==> src/rtl/maze_pkg.sv <==
// Shared encodings for the maze player logic: game states, move directions,
// walker FSM states and the flattened wall-map cell index.
package maze_pkg;

    localparam logic [1:0] ST_MENU = 2'b00;
    localparam logic [1:0] ST_PLAY = 2'b01;
    localparam logic [1:0] ST_WIN  = 2'b10;

    localparam logic [1:0] DIR_UP    = 2'd0;
    localparam logic [1:0] DIR_DOWN  = 2'd1;
    localparam logic [1:0] DIR_LEFT  = 2'd2;
    localparam logic [1:0] DIR_RIGHT = 2'd3;

    typedef enum logic [1:0] {
        W_IDLE  = 2'd0,
        W_READY = 2'd1,
        W_EXEC  = 2'd2
    } walk_state_t;

    function automatic logic [31:0] cell_idx(input logic [31:0] x,
                                             input logic [31:0] y,
                                             input logic [31:0] w);
        return y * w + x;
    endfunction

endpackage

==> src/rtl/dir_fifo.sv <==
// Small synchronous FIFO of 2-bit direction codes; flush wins over push/pop.
module dir_fifo
    import maze_pkg::*;
#(
    parameter int DEPTH = 4
) (
    input  logic       clk,
    input  logic       rst_n,
    input  logic       push,
    input  logic [1:0] din,
    input  logic       pop,
    input  logic       flush,
    output logic       full,
    output logic       empty,
    output logic [1:0] dout
);

    localparam int AW = $clog2(DEPTH);

    logic [1:0]  r_mem [DEPTH];
    logic [AW:0] r_wr;
    logic [AW:0] r_rd;
    logic        w_push;
    logic        w_pop;

    // Extra pointer bit distinguishes full from empty when the indices match.
    assign full   = (r_wr[AW] != r_rd[AW]) && (r_wr[AW-1:0] == r_rd[AW-1:0]);
    assign empty  = (r_wr == r_rd);
    assign dout   = r_mem[r_rd[AW-1:0]];
    assign w_push = push && !full;
    assign w_pop  = pop && !empty;

    always_ff @(posedge clk or negedge rst_n) begin
        if (!rst_n) begin
            r_wr <= '0;
            r_rd <= '0;
        end else if (flush) begin
            r_wr <= '0;
            r_rd <= '0;
        end else begin
            if (w_push) r_wr <= r_wr + (AW+1)'(1);
            if (w_pop)  r_rd <= r_rd + (AW+1)'(1);
        end
    end

    always_ff @(posedge clk) begin
        if (w_push && !flush) r_mem[r_wr[AW-1:0]] <= din;
    end

endmodule

==> src/rtl/maze_walker.sv <==
// Player move logic: queues direction keys, checks each popped move against
// the wall map, tracks position/steps and flags arrival at the goal.
module maze_walker
    import maze_pkg::*;
#(
    parameter int GRID_W  = 19,
    parameter int GRID_H  = 19,
    parameter int XW      = 5,
    parameter int YW      = 5,
    parameter int START_X = 1,
    parameter int START_Y = 1,
    parameter int GOAL_X  = 17,
    parameter int GOAL_Y  = 17,
    parameter int QDEPTH  = 4,
    parameter int WRAP    = 0,
    parameter int STEPW   = 10
) (
    input  logic                     clk,
    input  logic                     rst_sys,
    input  logic [1:0]               state,
    input  logic                     up,
    input  logic                     down,
    input  logic                     left,
    input  logic                     right,
    input  logic [GRID_W*GRID_H-1:0] map,
    output logic [XW-1:0]            x_index,
    output logic [YW-1:0]            y_index,
    output logic [STEPW-1:0]         step_cnt,
    output logic                     arrived,
    output logic                     blocked,
    output logic                     q_overflow
);

    localparam int CW = $clog2(GRID_W*GRID_H);

    walk_state_t      r_ws, w_ws_nxt;
    logic [XW-1:0]    r_x, w_tx;
    logic [YW-1:0]    r_y, w_ty;
    logic [STEPW-1:0] r_step;
    logic [1:0]       r_dir, w_din, w_dout;
    logic [CW-1:0]    w_cell;
    logic             r_arrived, r_blocked, r_ovf;
    logic             w_play, w_start, w_push, w_pop, w_flush, w_full, w_empty;
    logic             w_edge, w_reject, w_exec;

    assign w_play  = (state == ST_PLAY);
    // IDLE is only left through PLAY, so IDLE && PLAY marks the first PLAY cycle.
    assign w_start = w_play && (r_ws == W_IDLE);
    assign w_push  = w_play && !r_arrived && (up || down || left || right);
    assign w_flush = !w_play || w_start || r_arrived;
    assign w_exec  = w_play && (r_ws == W_EXEC);

    always_comb begin
        if (up)        w_din = DIR_UP;
        else if (down) w_din = DIR_DOWN;
        else if (left) w_din = DIR_LEFT;
        else           w_din = DIR_RIGHT;
    end

    dir_fifo #(.DEPTH(QDEPTH)) u_fifo (
        .clk   (clk),
        .rst_n (rst_sys),
        .push  (w_push),
        .din   (w_din),
        .pop   (w_pop),
        .flush (w_flush),
        .full  (w_full),
        .empty (w_empty),
        .dout  (w_dout)
    );

    always_comb begin
        w_ws_nxt = r_ws;
        w_pop    = 1'b0;
        if (!w_play) begin
            w_ws_nxt = W_IDLE;
        end else begin
            case (r_ws)
                W_IDLE:  w_ws_nxt = W_READY;
                W_READY: if (!w_empty && !r_arrived) begin
                    w_pop    = 1'b1;
                    w_ws_nxt = W_EXEC;
                end
                W_EXEC:  w_ws_nxt = W_READY;
                default: w_ws_nxt = W_IDLE;
            endcase
        end
    end

    // The wrapped coordinate is produced even without WRAP so the map index stays in range.
    always_comb begin
        w_tx   = r_x;
        w_ty   = r_y;
        w_edge = 1'b0;
        case (r_dir)
            DIR_UP:
                if (r_y == '0) begin w_edge = 1'b1; w_ty = YW'(GRID_H-1); end
                else w_ty = r_y - YW'(1);
            DIR_DOWN:
                if (r_y == YW'(GRID_H-1)) begin w_edge = 1'b1; w_ty = '0; end
                else w_ty = r_y + YW'(1);
            DIR_LEFT:
                if (r_x == '0) begin w_edge = 1'b1; w_tx = XW'(GRID_W-1); end
                else w_tx = r_x - XW'(1);
            default:
                if (r_x == XW'(GRID_W-1)) begin w_edge = 1'b1; w_tx = '0; end
                else w_tx = r_x + XW'(1);
        endcase
    end

    assign w_cell   = CW'(cell_idx(32'(w_tx), 32'(w_ty), 32'(GRID_W)));
    assign w_reject = (w_edge && (WRAP == 0)) || map[w_cell];

    always_ff @(posedge clk or negedge rst_sys) begin
        if (!rst_sys) begin
            r_ws      <= W_IDLE;
            r_x       <= XW'(START_X);
            r_y       <= YW'(START_Y);
            r_step    <= '0;
            r_dir     <= DIR_UP;
            r_arrived <= 1'b0;
            r_blocked <= 1'b0;
            r_ovf     <= 1'b0;
        end else begin
            r_ws      <= w_ws_nxt;
            r_blocked <= w_exec && w_reject;
            if (w_pop) r_dir <= w_dout;
            if (w_start) begin
                r_x       <= XW'(START_X);
                r_y       <= YW'(START_Y);
                r_step    <= '0;
                r_arrived <= 1'b0;
                r_ovf     <= 1'b0;
            end else begin
                if (w_exec && !w_reject) begin
                    r_x <= w_tx;
                    r_y <= w_ty;
                    if (r_step != '1) r_step <= r_step + STEPW'(1);
                end
                if (w_push && w_full) r_ovf <= 1'b1;
                if (r_x == XW'(GOAL_X) && r_y == YW'(GOAL_Y)) r_arrived <= 1'b1;
            end
        end
    end

    assign x_index    = r_x;
    assign y_index    = r_y;
    assign step_cnt   = r_step;
    assign arrived    = r_arrived;
    assign blocked    = r_blocked;
    assign q_overflow = r_ovf;

endmodule

==> config.mk <==
export PLATFORM = sky130hd
export DESIGN_NAME = maze_walker
export DESIGN_NICKNAME = d
export VERILOG_FILES = /design/src/rtl/maze_pkg.sv /design/src/rtl/dir_fifo.sv /design/src/rtl/maze_walker.sv
export SDC_FILE = /design/constraint.sdc
export NUM_CORES = 1
export LEC_CHECK = 0
export CAP_MARGIN = 20
export CORE_AREA = 2 2 151 153
export DETAILED_ROUTE_END_ITERATION = 7
export DIE_AREA = 0 0 153 155
export GPL_TIMING_DRIVEN = 0
export PLACE_DENSITY = 0.69
export SYNTH_ARGS = -nofsm -noshare
export SYNTH_HDL_FRONTEND = slang
export SYNTH_SLANG_ARGS = --single-unit
==> constraint.sdc <==
create_clock -name clk -period 15.7 [get_ports clk]
set_clock_uncertainty 0.1 [all_clocks]
set_input_delay 1.57 -clock clk [delete_from_list [all_inputs] [get_ports clk]]
set_output_delay 1.57 -clock clk [all_outputs]
set_load 0.01 [all_outputs]
; ---- After elaboration in Yosys (flattened, before gate mapping)
; Memories as Yosys holds them, arrays and structs flattened. A register that Yosys moved wholly into a read port is not among the register bits.
; Cells that the tools add are included.
[word_totals]
ff_bits = 31
ram_bits = 8
output_inout_bits = 23
n_memories = 1
[op_classes]
add_sub_neg = 8
mul = 1
magnitude_cmp = 1
n_eq_ne = 14
mux = 39
n_reduce_logical = 39
[mem_list]
columns = name, depth, word_bits, rd, rd_clocked_by_memory_dff, wr, line
row1 = u_fifo.r_mem, 4, 2, 1, 1, 1, dir_fifo.sv:20  ; logic [1:0] r_mem [DEPTH];
[op_table]
columns = cell, count
row1 = $mux W5, 8
row2 = $mux W10, 3
row3 = $eq A5 B5 Y1 const B, 4
row4 = $pmux W5 S2, 2
row5 = $mux W1, 15
row6 = $logic_and A1 B1 Y1, 13
row7 = $mux W3, 4
row8 = $reduce_bool A2 Y1, 6
row9 = $add A10 B1 Y10 const B, 1
row10 = $add A5 B1 Y5 const B, 2
row11 = $logic_not A5 Y1, 2
row12 = $lt A9 B10 Y1 const B, 1
row13 = $ne A10 B10 Y1 const B, 1
row14 = $sub A5 B1 Y5 const B, 2
row15 = $add A9 B5 Y9, 1
row16 = $bmux W1 S9, 1
row17 = $mul A5 B5 Y9 const B, 1
row18 = $mux W2, 4
row19 = $logic_not A1 Y1, 7
row20 = $add A3 B1 Y3 const B, 2
row21 = $eq A2 B1 Y1 const B, 3
row22 = $logic_or A1 B1 Y1, 6
row23 = $eq A2 B2 Y1 const B, 2
row24 = $logic_not A2 Y1, 2
row25 = 8 further kinds, 9

; ---- Longest topological paths before layout
[depth]
word_depth = 12
depth_mapped = 27

; ---- Modules after synthesis
; A second synthesis with hierarchy kept.
[unflattened]
cells_unflattened = 630
hier_area_um2 = 6697.7
[by_module_without_submodules]
columns = module, n_inst, cells_per_inst, area_each_um2
row1 = maze_walker, 1, 550, 5806.8
row2 = dir_fifo, 1, 80, 890.9

; ---- Worst setup path before layout
; No wires, ideal clock.
[synth_timing]
path_kind = reg-to-reg
startpoint = register r_y[1] (netlist: y_index[1])
endpoint = register r_step[9] (netlist: step_cnt[9])
arrival_ns = 5.478
t_required_ns = 15.480
path_slack_ns = 10.002
path_stages_with_launch = 21
path_buffers = 1
cell_sequence = dfrtp_1 inv_1 ha_1 or4b_1 o31ai_1 nand2b_1 fa_1 inv_1 ha_1 ha_1 fa_1 xor2_4 buf_2 mux4_2 mux2_2 o211ai_1 a32oi_1 nand4_1 nand3_1 or4_1 and3_1
[synth_via]
elab_chain_cells = 12
word_cells_on_any_way = 19
classes_between = 3 x add/sub / 1 x mul / 1 x eq/ne / 8 x mux / 6 x reduce/logical
[synth_rtl]
columns = item, line
row1 = "start, declared", maze_walker.sv:38  ; logic [YW-1:0] r_y, w_ty;
row2 = "start signal, assigned", maze_walker.sv:118  ; r_y <= YW'(START_Y);
row3 = "start signal, assigned", maze_walker.sv:130  ; r_y <= YW'(START_Y);
row4 = "start signal, assigned", maze_walker.sv:137  ; r_y <= w_ty;
row5 = $add A5 B1 Y5 (tied with other cells), maze_walker.sv:101  ; else w_ty = r_y + YW'(1);
row6 = "$mux W5, on equally long branches", "maze_walker.sv:100, maze_walker.sv:97"
row7 = $pmux W5 S2, maze_walker.sv:95  ; case (r_dir)
row8 = $mul A5 B5 Y9, maze_pkg.sv:23  ; return y * w + x;
row9 = $add A9 B5 Y9, maze_pkg.sv:23
row10 = $bmux W1 S9, maze_walker.sv:112  ; assign w_reject = (w_edge && (WRAP == 0)) || map[w_cell];
row11 = $mux W1 (not written as such), maze_walker.sv:112
row12 = $logic_or A1 B1 Y1 (*), maze_walker.sv:112
row13 = $logic_not A1 Y1 (*), maze_walker.sv:135  ; if (w_exec && !w_reject) begin
row14 = $logic_and A1 B1 Y1 (*), maze_walker.sv:135
row15 = $reduce_bool A2 Y1 (no line) (*), --
row16 = $reduce_and A2 Y1 (no line) (*), --
row17 = "end signal, assigned", maze_walker.sv:138  ; if (r_step != '1) r_step <= r_step + STEPW'(1);
row18 = "end, declared", maze_walker.sv:39  ; logic [STEPW-1:0] r_step;
; Mark *: on every way between the ends. The rest lies on a longest branch, timed or not. The select of a mux whose other input is x is not followed.
; A chain may end at the register's enable or synchronous reset.

; ---- Final worst setup path
[layout_timing]
startpoint = register r_y[1] (netlist: y_index[1])
endpoint = register r_step[6] (netlist: step_cnt[6])
; The elaborated chain is that of the path after synthesis.

==> results.cfg <==
[worst_hold_path]
min_path_type = flop to flop

[sta]
finalCriticalPeriod_ns = 7.12
timing.final.crit_share = 0.454
setup_tns_ns = 0
hold_viol = 0
finalMaxSlewViolations = 0
timing_worst_slew_pin_value_ns = 1.01
fmax_mhz = 140
finalSetupViolations = 0
rsz0062_at_grt = false
worst_slack_ns = 8.58
worst_slew_margin_rel = 0.327

[setup_path]
crit_type = flop to flop
crit_path_end_kind = flop
termination_of_the_worst_setup_path = step_cnt[6]
timing.critical_path.arrival_ns = 7.17
largest_fanout_on_the_critical_path = 10
reg2reg_to = step_cnt[6]
ff2ff_path_depth = 21
worstSetupStartpointType = flop
critical_path.startpoint = y_index[1]
setup.reg_to_reg.worst_slack_ns = 8.58
cp.required_ns = 15.75
r2r-start = y_index[1]

[final_layout]
layout.nets = 1471
post_route_cells_drive_above_1_share = 0.127
layout.cells.most_common_list = sky130_fd_sc_hd__clkdlybuf4s50_1 (390), sky130_fd_sc_hd__mux4_2 (73), sky130_fd_sc_hd__nand2_1 (57)
layout.cells.most_common = sky130_fd_sc_hd__clkdlybuf4s50_1
stdcell_area_sq_mm = 0.0109
areaGrowthSynthToFinish_pct = 68.8

[floorplan]
core_region_area_sq_mm = 0.0222
floorplan_die_height_um = 155
width_of_the_chip_um = 153
floorplan.die_area_sq_mm = 0.0237
floorplan.initialDensity = 0.290
rows = 55
boundaryPins = 392

[global_routing]
grt_pass1_vias = 7903
maximum_number_of_pins_on_one_net_before_global_route_repair = 34
grtUsageMet1 = 0.339
gr-usage-met2 = 0.483
grt_use_met3 = 0.0802
top_usage_layer = met2
grt_usage = 0.275
grt-ovfl-total = 0
antenna_violations_before_repair = 3
grt_pass1_wl_mm = 49.2

[yosys]
dominantRegCellSynth = sky130_fd_sc_hd__dfrtp_1
synth_top_area_cell = sky130_fd_sc_hd__mux4_2
yosys.cell_types.count = 73
yosysSeqAreaShare = 0.166
synth_top_area_frac = 0.255
ys_ff_latch = 41
synth-async-reset-ratio = 0.805
syn_nets = 1073
yosys-top-cells-area = sky130_fd_sc_hd__mux4_2 (25%), sky130_fd_sc_hd__dfrtp_1 (12%), sky130_fd_sc_hd__mux2i_1 (6.2%), sky130_fd_sc_hd__ha_1 (5.8%), sky130_fd_sc_hd__edfxtp_1 (3.7%)
syn-instance-count = 668
synthesized_cell_area_sq_mm = 0.00645
synth-edff-count = 8
yosysWarnings = 0
synth.avg_cell_area_sq_um = 9.66

[drt]
dr.first_iter.drc_count = 650
detail_route.drc_violations = 0
routedWlPerCell_um = 24.9
drt_wl_total_mm = 33.7
drt_pre_antenna_iters = 5
number_of_nets_with_antenna_violations_after_routing = 0
routed-via-count = 7607
routed_via_density = 5.61

[run]
drv_cap = 0

[place]
gp_congestion = 0.970
worst_slack_at_placement_ns = 8.70
placement.io_buffers = 391
dp_hpwl_mm = 28.7
detailed_place.area_sq_mm = 0.0107

[power]
p_leak_nw = 4.38
ir_drop_mv = 0.0587
power_density_relative_to_cell_area_mw_per_mm2 = 51.9

[clock_tree]
cts.reportedPaths.clkPinSlew_ns = 0.07
cts_resized = 0
cts_bufs_inserted = 5
ctsLongestPathBuffers = 2
ctsRootBufferMaster = sky130_fd_sc_hd__clkbuf_16
tritoncts = built
postCtsSetupRepairBufs = 0
hold_buffers = 0
cts_max_level = 2
worst_skew_pair.late_latency_ns = 0.29
tritoncts_num_sinks = 41

[run_status]
status = finished, final reports clean
==> per-stage QoR <==
stage	power [W]	hold slack, ns	utilization	cells
floorplan	0.000283	0.425	-	668
global placement	0.000441	0.421	0.483	1344
detailed placement	0.000442	0.400	0.482	1344
CTS	0.000563	0.435	0.490	1352
global route	0.000590	0.505	0.490	1352
finish	0.000566	0.438	0.490	1355
==> layer usage <==
| metal | share of wire | wire, um | vias up |
|---|---|---|---|
| li1 | - | - | 3411 |
| met1 | 0.40 | 13400 | 3733 |
| met2 | 0.49 | 16500 | 422 |
| met3 | 0.097 | 3260 | 41 |
| met4 | 0.016 | 527 | 0 |
| met5 | 0 | 0 | - |
==> critical path, cell delays in order (launching register included) <==
cell	delay (ns)
sky130_fd_sc_hd__dfrtp_1	0.48
sky130_fd_sc_hd__inv_1	0.18
sky130_fd_sc_hd__ha_1	0.16
sky130_fd_sc_hd__or4b_1	0.48
sky130_fd_sc_hd__o31ai_1	0.48
sky130_fd_sc_hd__nand2b_1	0.36
sky130_fd_sc_hd__fa_1	0.48
sky130_fd_sc_hd__inv_1	0.07
sky130_fd_sc_hd__ha_1	0.22
sky130_fd_sc_hd__ha_1	0.23
sky130_fd_sc_hd__fa_1	0.55
sky130_fd_sc_hd__clkbuf_1	0.38
sky130_fd_sc_hd__inv_1	0.32
sky130_fd_sc_hd__clkbuf_1	0.37
sky130_fd_sc_hd__a2111oi_0	0.57
sky130_fd_sc_hd__o211ai_1	0.24
sky130_fd_sc_hd__nand4_1	0.15
sky130_fd_sc_hd__a311o_1	0.33
sky130_fd_sc_hd__nand3_1	0.13
sky130_fd_sc_hd__buf_4	0.20
sky130_fd_sc_hd__o311ai_0	0.35
sky130_fd_sc_hd__o311ai_1	0.16
==> sequential cells by signal (all words and copies together) (netlist names) <==
register,cells
arrived,1
blocked,1
q_overflow,1
r_dir,2
r_ws,2
step_cnt,10
u_fifo.r_mem,8
u_fifo.r_rd,3
u_fifo.r_wr,3
x_index,5
y_index,5
==> synth_stat cells (all sizes together) (7+ instances only) <==
cell type / instances
xor2: 8
mux2: 17
o21ai: 20
mux2i: 40
nor2: 43
clkbuf: 23
nand4: 11
and3: 9
ha: 30
nand3: 39
nor3: 12
edfxtp: 8
o211ai: 8
mux4: 73
nand2b: 10
dfrtp: 31
buf: 30
and2: 7
nand2: 57
inv: 39
nor2b: 7
a21oi: 30
==> cell families after synthesis <==
group	Yosys count	share of synthesized area
DFF	41	0.166
adders and majority gates	36	0.0768
buffers and inverters	93	0.0698
xor gates and xnor gates	14	0.0219
muxes	130	0.346
AOI/OAI and AO/OA	137	0.153
and+or+nand+nor	217	0.167
==> layout make-up <==
class                      count  area [sq um]
multi-input combinational    534          4940
timing repair buffer         391          3910
inverter                      40           150
antenna                        3          7.51
tap                          285           357
sequential                    41          1070
buffer                        53           300
fill                        2116         11300
clock buffer                   5           125
clock inverter                 3          43.8
==> worst min-delay path by stage <==
stage	startpoint	depth (start not counted)	endpoint
global placement	q_overflow	2	q_overflow
finish	q_overflow	2	q_overflow
detailed placement	q_overflow	2	q_overflow
CTS	q_overflow	2	q_overflow
global route	q_overflow	2	q_overflow
floorplan	u_fifo.r_rd[2]	2	u_fifo.r_rd[2]
==> power breakdown <==
| part | total [W] | internal [W] | switching, W |
|---|---|---|---|
| logic | 0.000336 | 0.000182 | 0.000154 |
| clock network | 0.000120 | 0.0000754 | 0.0000450 |
| registers | 0.000109 | 0.000109 | 0.000000333 |
| total | 0.000566 | 0.000366 | 0.000199 |
No activity file was read; power rests on OpenSTA's default activity.
